## config.mk

```make
export PLATFORM = sky130hd
export DESIGN_NAME = stream_channel_summer
export DESIGN_NICKNAME = d
export VERILOG_FILES = /design/src/rtl/stream_channel_summer.sv
export SDC_FILE = /design/constraint.sdc
export NUM_CORES = 1
export LEC_CHECK = 0
export ABC_AREA = 1
export CAP_MARGIN = 30
export CORE_AREA = 2 2 217 219
export CTS_BUF_LIST = sky130_fd_sc_hd__clkbuf_4 sky130_fd_sc_hd__clkbuf_8
export CTS_CLUSTER_DIAMETER = 30
export DETAILED_ROUTE_END_ITERATION = 7
export DIE_AREA = 0 0 219 221
export PLACE_DENSITY = 0.63
export SKIP_LAST_GASP = 1
export SLEW_MARGIN = 10
export SYNTH_ARGS = -nofsm -noshare
export SYNTH_HDL_FRONTEND = slang
export SYNTH_SLANG_ARGS = --single-unit
```

## constraint.sdc

```tcl
create_clock -name clk -period 13.7 [get_ports clk]
set_clock_uncertainty 0.1 [all_clocks]
set_input_delay 2.055 -clock clk [delete_from_list [all_inputs] [get_ports clk]]
set_output_delay 2.055 -clock clk [all_outputs]
set_load 0.03 [all_outputs]
```

## src/rtl/stream_channel_summer.sv

```systemverilog
// Multi-channel decimating accumulator: sums DECIM signed samples per channel and
// streams one widened sum per channel through a small output FIFO with drop counting.
module stream_channel_summer #(
  parameter int DATA_W    = 16,
  parameter int CHANNELS  = 4,
  parameter int CH_W      = 2,
  parameter int DECIM_W   = 8,
  parameter int ACC_W     = DATA_W + DECIM_W,
  parameter int OUT_DEPTH = 4
) (
  input  logic                clk,
  input  logic                reset,
  input  logic                avalon_streaming_sink_valid,
  input  logic [DATA_W-1:0]   avalon_streaming_sink_data,
  input  logic [CH_W-1:0]     avalon_streaming_sink_channel,
  output logic                avalon_streaming_source_valid,
  output logic [ACC_W-1:0]    avalon_streaming_source_data,
  output logic [CH_W-1:0]     avalon_streaming_source_channel,
  input  logic                avalon_streaming_source_ready,
  input  logic [1:0]          avalon_slave_address,
  input  logic                avalon_slave_read,
  input  logic                avalon_slave_write,
  input  logic [31:0]         avalon_slave_writedata,
  output logic [31:0]         avalon_slave_readdata
);

  localparam int IDX_W = (CHANNELS > 1) ? $clog2(CHANNELS) : 1;
  localparam int PTR_W = $clog2(OUT_DEPTH);
  localparam int LVL_W = PTR_W + 1;
  localparam logic [CH_W:0] CH_LIMIT = (CH_W + 1)'(CHANNELS);

  typedef struct packed {
    logic [CH_W-1:0]  ch;
    logic [ACC_W-1:0] data;
  } beat_t;

  logic                enable;
  logic [DECIM_W-1:0]  decim;
  logic [31:0]         drop_cnt;
  logic [ACC_W-1:0]    acc [CHANNELS];
  logic [DECIM_W-1:0]  cnt [CHANNELS];

  beat_t               fifo_mem [OUT_DEPTH];
  logic [PTR_W-1:0]    wr_ptr;
  logic [PTR_W-1:0]    rd_ptr;
  logic [LVL_W-1:0]    level;

  logic                wr_ctrl;
  logic                wr_decim;
  logic                wr_drops;
  logic                acc_clear;
  logic                ch_ok;
  logic                accept;
  logic [IDX_W-1:0]    ch_idx;
  logic [CH_W-1:0]     push_ch;
  logic [ACC_W-1:0]    sample_ext;
  logic [ACC_W-1:0]    sum;
  logic                complete;
  logic                fifo_full;
  logic                fifo_empty;
  logic                push_req;
  logic                push;
  logic                pop;
  logic                drop;
  logic [DECIM_W-1:0]  decim_wr;
  logic [3:0]          level_nib;
  logic [31:0]         rd_mux;
  beat_t               head;
  logic                unused_wdata;

  assign unused_wdata = ^avalon_slave_writedata;

  assign wr_ctrl   = avalon_slave_write && (avalon_slave_address == 2'd0);
  assign wr_decim  = avalon_slave_write && (avalon_slave_address == 2'd1);
  assign wr_drops  = avalon_slave_write && (avalon_slave_address == 2'd2);
  // A decimation change or explicit clear restarts every partial sum; a beat in that cycle is discarded
  assign acc_clear = wr_decim || (wr_ctrl && avalon_slave_writedata[1]);

  assign ch_ok   = (CHANNELS == 1) ? 1'b1 : ({1'b0, avalon_streaming_sink_channel} < CH_LIMIT);
  assign accept  = avalon_streaming_sink_valid && enable && ch_ok && !acc_clear;
  assign ch_idx  = (CHANNELS == 1) ? '0 : avalon_streaming_sink_channel[IDX_W-1:0];
  assign push_ch = (CHANNELS == 1) ? '0 : avalon_streaming_sink_channel;

  assign sample_ext = {{(ACC_W - DATA_W){avalon_streaming_sink_data[DATA_W-1]}},
                       avalon_streaming_sink_data};
  assign sum        = acc[ch_idx] + sample_ext;
  assign complete   = (cnt[ch_idx] == (decim - DECIM_W'(1)));

  assign fifo_full  = (level == LVL_W'(OUT_DEPTH));
  assign fifo_empty = (level == '0);
  assign pop        = !fifo_empty && avalon_streaming_source_ready;
  // A full FIFO can still take the sum when the head leaves in the same cycle
  assign push_req   = accept && complete;
  assign push       = push_req && (!fifo_full || pop);
  assign drop       = push_req && fifo_full && !pop;

  assign head                            = fifo_mem[rd_ptr];
  assign avalon_streaming_source_valid   = !fifo_empty;
  assign avalon_streaming_source_data    = fifo_empty ? '0 : head.data;
  assign avalon_streaming_source_channel = fifo_empty ? '0 : head.ch;

  always_ff @(posedge clk or posedge reset) begin
    if (reset) begin
      for (int i = 0; i < CHANNELS; i++) begin
        acc[i] <= '0;
        cnt[i] <= '0;
      end
    end else if (acc_clear) begin
      for (int i = 0; i < CHANNELS; i++) begin
        acc[i] <= '0;
        cnt[i] <= '0;
      end
    end else if (accept) begin
      if (complete) begin
        acc[ch_idx] <= '0;
        cnt[ch_idx] <= '0;
      end else begin
        acc[ch_idx] <= sum;
        cnt[ch_idx] <= cnt[ch_idx] + DECIM_W'(1);
      end
    end
  end

  always_ff @(posedge clk or posedge reset) begin
    if (reset) begin
      wr_ptr <= '0;
      rd_ptr <= '0;
      level  <= '0;
      for (int i = 0; i < OUT_DEPTH; i++) begin
        fifo_mem[i] <= '0;
      end
    end else begin
      if (push) begin
        fifo_mem[wr_ptr] <= '{ch: push_ch, data: sum};
        wr_ptr           <= wr_ptr + PTR_W'(1);
      end
      if (pop) begin
        rd_ptr <= rd_ptr + PTR_W'(1);
      end
      case ({push, pop})
        2'b10:   level <= level + LVL_W'(1);
        2'b01:   level <= level - LVL_W'(1);
        default: level <= level;
      endcase
    end
  end

  assign decim_wr  = avalon_slave_writedata[DECIM_W-1:0];
  assign level_nib = 4'(level);

  always_comb begin
    rd_mux = '0;
    case (avalon_slave_address)
      2'd0:    rd_mux = {31'b0, enable};
      2'd1:    rd_mux = 32'(decim);
      2'd2:    rd_mux = drop_cnt;
      default: rd_mux = {22'b0, fifo_empty, fifo_full, 4'b0, level_nib};
    endcase
  end

  // Drop counter saturates so a long stall never wraps back to a small value
  always_ff @(posedge clk or posedge reset) begin
    if (reset) begin
      enable                <= 1'b0;
      decim                 <= DECIM_W'(1);
      drop_cnt              <= '0;
      avalon_slave_readdata <= '0;
    end else begin
      if (wr_ctrl) begin
        enable <= avalon_slave_writedata[0];
      end
      if (wr_decim) begin
        decim <= (decim_wr == '0) ? DECIM_W'(1) : decim_wr;
      end
      if (wr_drops) begin
        drop_cnt <= '0;
      end else if (drop && (drop_cnt != '1)) begin
        drop_cnt <= drop_cnt + 32'd1;
      end
      if (avalon_slave_read) begin
        avalon_slave_readdata <= rd_mux;
      end
    end
  end

endmodule
```

==> impl_results.md, run 1 <==
* Max transition margin at 31.36%
* Number of flops mapped to enable cells by yosys at 0
* Total Negative Setup Slacks at 0 ns
* Antenna violations before repair at 0
* Final Routed Wirelength at 68.88 mm
* Die outline area at 48400 sq um
* Share of the synthesized area in compound gates (AO/OA/AOI/OAI) at 4.690%
* Number of flip-flops and latches in the synthesized netlist at 312
* Largest family of logic cells by synthesized area: simple AND/OR/NAND/NOR gates
* All-Layer GR Usage at 28.64%
* Leakage power figure at 12.45 nW
* Power density over the cells at 159.9 nW/um^2
* Power Total at 0.003822 W
* Maximum frequency from static timing analysis at 0.1258 GHz
* Synth Area in XOR/XNOR at 1.874%
* Deepest clock path buffer count at 3
* Y dimension of the die at 221 um
* Post-cts resize count at 0
* Share of synthesized cell area in and, or, nand and nor gates at 45.13%
* Largest vdd supply drop at 98.73 uV
* Top-area cell type share of the netlist area at 37.84%
* Post-synthesis mux area share at 0.05475%
* RSZ-0062 raised after global routing: no
* Core area at 46060 sq um
* Starting utilization of the core area at 44.65%
* Final-layout fill cell count at 4626
* Sum of met3 wire segment lengths after detailed routing at 5.267 mm
* Drt drc at 0
* Top metal layer carrying routed signals: met4
* Synthesized-area fraction occupied by adder cells at 2.081%
* Number of max-cap violations at 0
* Number of pins exceeding their max-slew limit in the final report at 0
* Proportion of synthesized chip area in sequential cells at 37.97%
* CTS tree: yes
* Vias in the first global route at 21310
* Site Rows at 79
* Wire length per cell after detailed routing at 18.42 um
* Critical path fanouts, max at 77
* Endpoint arrival time on the critical path at 8.42 ns
* CP cell instances: clkdlybuf4s50_1 > buf_4 > nor2_4 > buf_4 > nand2_1 > o21ai_1 > nor2_1 > nand2_1 > nand2_1 > nor2_4 > buf_4 > nand3_4 > nor2_8 > buf_4 > nand3_2 > nand2_1 > nand2_1
* CP max-delay cell: nor2_8
* HPWL Detailed at 39.61 mm
* Top cell type by total area after synthesis: dfrtp_1
* IO Pins at 117
* Fraction of final layout cells with drive strength greater than 1 at 7.633%
* Count of port buffers added during placement at 92
* Detailed route wirelength on metal2 at 32.52 mm
* Via count at 21570
* CTS Hold Buffers Added at 0
* Average footprint of a synthesized cell at 6.715 sq um
* Net count reported at finish at 3149
* Async set-reset flop share out of synthesis at 100.0%
* Minimum clock period at 7.948 ns
* Maximum number of pins on one net before global-route repair at 176
* Top cells by count, synth: nand2_1, nand4_1, dfrtp_1
* Average vias per placed instance at 5.770
* Predominant post-synthesis flop cell: dfrtp_1
* Synthesized cell area at 20570 sq um
* Critical setup path kind: input pin to flop
* Final weighted congestion in routability-driven placement at 0.9249
* Final Hold Vio Count at 0
* Number of sinks handled by clock tree synthesis at 312
* Non-filler instance count after layout at 3739
* Deepest level of the CTS H-tree at 3
* Chip width at 219 um
* DRT met1 WL at 29.23 mm
* Critical Path RT at 14.17 ns
* Number of warnings issued by yosys at 0
* Transition time at the pin with the least slew margin at 1.030 ns
* Total grt overflow at 0
* Clock transition at the registers of the reported paths at 0.06 ns
* Leading post-synthesis cells by cell area: dfrtp_1, nand2_1, nand4_1
* Signed area change from the synthesized netlist to the final layout at 16.24%
* Worst setup EP type: flop
* Antenna viol nets, final at 0
* Cell variety after synth at 40
* Clock insertion delay at the later pin of the skew report at 0.69 ns
* Most repeated library cell on the critical path: nand2_1
* Outcome: finished clean
* Detailed Routing Iterations Pass 1 at 7
* Synthesized netlist cell count at 3063
* Global-route wire length before repair at 112.0 mm
* Count of placed standard cells including taps at 3571
* Count of routing violations after the opening detailed-route iteration at 2242
* Max stage delay on crit path at 0.93 ns
* Cell chosen for the clock root: clkbuf_8
* Hold WC Path Type: flop to flop
* Number of buffers created by CTS at 87
* Post-synthesis net count at 3154
* Buffers inserted during post-CTS setup optimization at 0
* Total of endpoints with negative setup slack in the final report at 0
* Critical path launch point type: input pin
* Share of the clock period used by the worst path at 58.02%
* Most frequently used cell type in the post-synthesis netlist: nand2_1
## power by group
| group | total [W] | leakage, nW | internal [W] | switching (W) |
|---|---|---|---|---|
| Clock | 0.00150 | 1.09 | 0.000955 | 0.000546 |
| Combinational | 0.00125 | 7.09 | 0.000354 | 0.000893 |
| Sequential | 0.00107 | 4.28 | 0.00101 | 0.0000662 |
## per-stage QoR
stage | hold WS, ns | setup WS [ns] | util (%) | cell area [sq um]
floorplan | 0.3366 | 2.917 | - | 20570
global placement | 0.3478 | 5.308 | 46.91 | 21610
detailed placement | 0.3530 | 5.254 | 47.06 | 21680
CTS | 0.3655 | 5.967 | 51.63 | 23780
global route | 0.3870 | 5.343 | 51.90 | 23900
finish | 0.3640 | 5.752 | 51.90 | 23910
## sequential cells by signal (all words and copies together) (netlist names)
name                   cells
drop_cnt                  32
cnt                       32
avalon_slave_readdata     32
wr_ptr                     2
decim                      8
enable                     1
acc                       96
rd_ptr                     2
fifo_mem                 104
level                      3
## cells by family (layout without fill, tap and decap cells)
group,Yosys count,in the layout
other,0,1
buffers and inverters,416,484
xor gates and xnor gates,44,44
DFF,312,312
AOI/OAI and AO/OA,167,167
and+or+nand+nor,2090,2090
adders and majority gates,33,33
muxes,1,1
## worst paths after layout
kind | from | end | slack [ns] | depth (start not counted)
max in group asynchronous | reset | acc[11]$_DFFE_PP0P_ | 10.04 | 4
worst min-delay path | fifo_mem[64]$_DFFE_PP0P_ | fifo_mem[64]$_DFFE_PP0P_ | 0.36 | 2
min in group asynchronous | reset | avalon_slave_readdata[5]$_DFFE_PP0P_ | 1.66 | 2
worst min register to register | fifo_mem[64]$_DFFE_PP0P_ | fifo_mem[64]$_DFFE_PP0P_ | 0.36 | 2
worst max-delay path | avalon_streaming_sink_channel[0] | fifo_mem[3]$_DFFE_PP0P_ | 5.75 | 17
worst max register to register | decim[0]$_DFFE_PP1P_ | fifo_mem[3]$_DFFE_PP0P_ | 7.53 | 16
## per-layer routing
metal | track usage (%) | up-vias
met4 | 11.57 | 0
met2 | 46.83 | 899
li1 | - | 10190
met3 | 4.962 | 165
met1 | 37.52 | 10320
met5 | 0 | -
## area by class of cell
class | instances | area [sq um] | area share (%)
diodes | 1 | 2.502 | 0.01047
clock buffers | 110 | 1458 | 6.097
clock inverters | 52 | 648.1 | 2.711
inverters | 188 | 714.4 | 2.988
multi-input cells | 2335 | 11130 | 46.57
flip-flops and latches | 312 | 7809 | 32.66
well taps | 607 | 759.5 | 3.177
repair buffers | 134 | 1381 | 5.778
## critical path, delay by kind of cell
kind                   cells  cell delay (ns)
AOI/OAI and AO/OA          1             0.14
buffers and inverters      5             2.72
and+or+nand+nor           11             3.33
## cells in the final DEF (no fill, tap or decap), types with 33 or more instances in the layout
cell	instances
buf_4	33
o21ai_0	69
a22oi_1	39
clkbuf_8	101
nor2_1	184
nand2_1	1246
nand4_1	406
a21oi_1	43
inv_1	179
clkdlybuf4s50_1	92
dfrtp_1	311
nand3_1	177
Power figures use the tool's default switching activity.
==> run 2: changes to the inputs <==
clock period = 8.2 ns   (was 13.7 ns; I/O delays follow)
==> run 2 against run 1 <==
Via count decreased by 0.18%. Clock power increased by 48%. Final area decreased by 0.86%. Clock-buffer cell count increased by 1. Worst hold slack got worse by 0.0011 ns. Flip-flop and latch count unchanged. Highest routed layer unchanged. Non-clock buffer count increased by 6. Register-to-register slack got worse by 3.8 ns. Cell count decreased by 0.16%. Total power increased by 59%.
==> impl_results.md, run 2 (synthesis gave the netlist of run 1 again) <==
* Wire length per cell after detailed routing at 18.32 um
* Worst setup EP type: flop
* Endpoint of the worst register-to-register path: fifo_mem[19]$_DFFE_PP0P_
* Average vias per placed instance at 5.769
* Maximum frequency from static timing analysis at 0.1734 GHz
* Transition time at the pin with the least slew margin at 1.004 ns
* Drt drc at 0
* Signed area change from the synthesized netlist to the final layout at 15.24%
* Vias in the first global route at 20780
* Buffers inserted during post-CTS setup optimization at 0
* Critical path launch point type: input pin
* Switching power as a share of total power at 40.00%
* Core area at 46060 sq um
* Max reg flops at 104
* CTS Hold Buffers Added at 0
* Count of routing violations after the opening detailed-route iteration at 2165
* RSZ-0062 raised after global routing: no
* Minimum clock period at 5.767 ns
* Total of endpoints with negative setup slack in the final report at 0
* Final Hold Vio Count at 0
* Post-cts resize count at 0
* Worst Hold End: fifo_mem[70]$_DFFE_PP0P_
* Sequential fraction of design power at 29.5%
* Leakage power figure at 12.34 nW
* Switching Power at 0.002438 W
* Power density over the cells at 257.2 nW/um^2
* Part of the power in the clock network at 36.5%
* Clock insertion delay at the later pin of the skew report at 0.67 ns
* Max stage delay on crit path at 0.95 ns
* Critical setup path kind: input pin to flop
* Number of buffers created by CTS at 83
* Max transition margin at 33.10%
* Internal reg-to-reg setup slack at 3.76 ns
* Final Routed Wirelength at 68.38 mm
* Maximum number of pins on one net before global-route repair at 171
* Deepest level of the CTS H-tree at 3
* Antenna viol nets, final at 0
* HPWL Detailed at 41.31 mm
* Chip width at 219 um
* Die outline area at 48400 sq um
* Most common cell after layout, fill and taps aside: nand2_1
* Proportion of power drawn by combinational gates at 34.0%
* Number of pins exceeding their max-slew limit in the final report at 0
* Critical path fanouts, max at 63
* Total Negative Setup Slacks at 0 ns
* Count of port buffers added during placement at 92
* Final weighted congestion in routability-driven placement at 0.9370
* Number of cells on the worst reg-to-reg path at 14
* IO Pins at 117
* Worst hold slack at 0.3628 ns
* Critical Path RT at 8.64 ns
* Total grt overflow at 0
* All-Layer GR Usage at 28.24%
* Fraction of final layout cells with drive strength greater than 1 at 7.358%
* Starting utilization of the core area at 44.65%
* Int Pwr at 0.003657 W
* Y dimension of the die at 221 um
* Registers with the highest flip-flop counts: fifo_mem x104, acc x96
* CTS tree: yes
* CP max-delay cell: nor2_4
* Hold WC Path Type: flop to flop
* Largest vdd supply drop at 167.9 uV
* CP cell instances: clkdlybuf4s50_1 > nor2_4 > nand2_1 > nand2_1 > nor2_1 > nand2_1 > nand2_1 > nor2_4 > nand3_4 > nor2_8 > nand3_2 > nand2_1 > nand2_1
* Via count at 21540
* Register containing the most flip-flops in the final layout: fifo_mem
* Site Rows at 79
* Outcome: finished clean
* Hold path startpoint: fifo_mem[70]$_DFFE_PP0P_
* Net count reported at finish at 3151
* Commonest cells after routing, fill and taps aside: nand2_1, nand4_1, dfrtp_1, nor2_1, inv_1
* Worst hold path stage count at 2
* Worst reg2reg startpoint: decim[0]$_DFFE_PP1P_
* Antenna fix cells at 0
* Most repeated library cell on the critical path: nand2_1
* Clock transition at the registers of the reported paths at 0.05 ns
* Detailed Routing Iterations Pass 1 at 6
* Global-route wire length before repair at 110.8 mm
* Antenna violations before repair at 0
* Cell chosen for the clock root: clkbuf_8
* Number of max-cap violations at 0
* Final-layout fill cell count at 4683
* Deepest clock path buffer count at 3
* Share of the clock period used by the worst path at 70.33%
* Endpoint arrival time on the critical path at 6.21 ns
* Number of sinks handled by clock tree synthesis at 312
-- run 2: power by group through the flow --
stage	clock network (W)	logic (W)	registers, W
after floorplan	0	0.00135	0.00180
after global placement	0	0.00200	0.00181
after detailed placement	0	0.00204	0.00182
after CTS	0.00226	0.00204	0.00179
after global routing	0.00234	0.00225	0.00181
final	0.00222	0.00208	0.00180
-- run 2: cell type report --
type | instances | area, sq um | area share, %
tap | 607 | 759.5 | 3.204
multi-input combinational | 2335 | 11120 | 46.94
timing repair buffer | 140 | 1419 | 5.986
clock buffer | 111 | 1459 | 6.155
inverter | 188 | 710.7 | 2.998
clock inverter | 40 | 420.4 | 1.774
sequential | 312 | 7809 | 32.95
-- run 2: layer usage --
metal | track usage, % | share of wire [%]
met2 | 44.43 | 47
met4 | 11.73 | 2.8
met3 | 5.182 | 8.1
met1 | 38.16 | 43
met5 | 0 | 0
-- run 2: critical path: cells and delay by family --
family | cells | cell delay (ns)
and+or+nand+nor | 12 | 4.03
buffers and inverters | 1 | 0.89
-- run 2: per-stage QoR --
step	setup WS, ns	utilization, %	instances	instance area [sq um]	power, W
after floorplan	2.716	-	3063	20570	0.003148
after global placement	1.782	47.00	3574	21650	0.003811
after detailed placement	1.864	47.27	3580	21770	0.003852
after CTS	2.561	51.35	3731	23650	0.006098
after global routing	2.150	51.46	3733	23700	0.006404
final	2.433	51.46	3733	23700	0.006096
-- run 2: how the worst max path moves through the flow --
stage | from | to
final | avalon_streaming_sink_channel[1] | fifo_mem[19]$_DFFE_PP0P_
after global routing | avalon_streaming_sink_channel[1] | fifo_mem[9]$_DFFE_PP0P_
after CTS | avalon_streaming_sink_channel[1] | fifo_mem[80]$_DFFE_PP0P_
after detailed placement | avalon_streaming_sink_channel[1] | fifo_mem[9]$_DFFE_PP0P_
after global placement | avalon_streaming_sink_channel[1] | drop_cnt[12]$_DFFE_PP0P_
after floorplan | reset | acc[0]$_DFFE_PP0P_
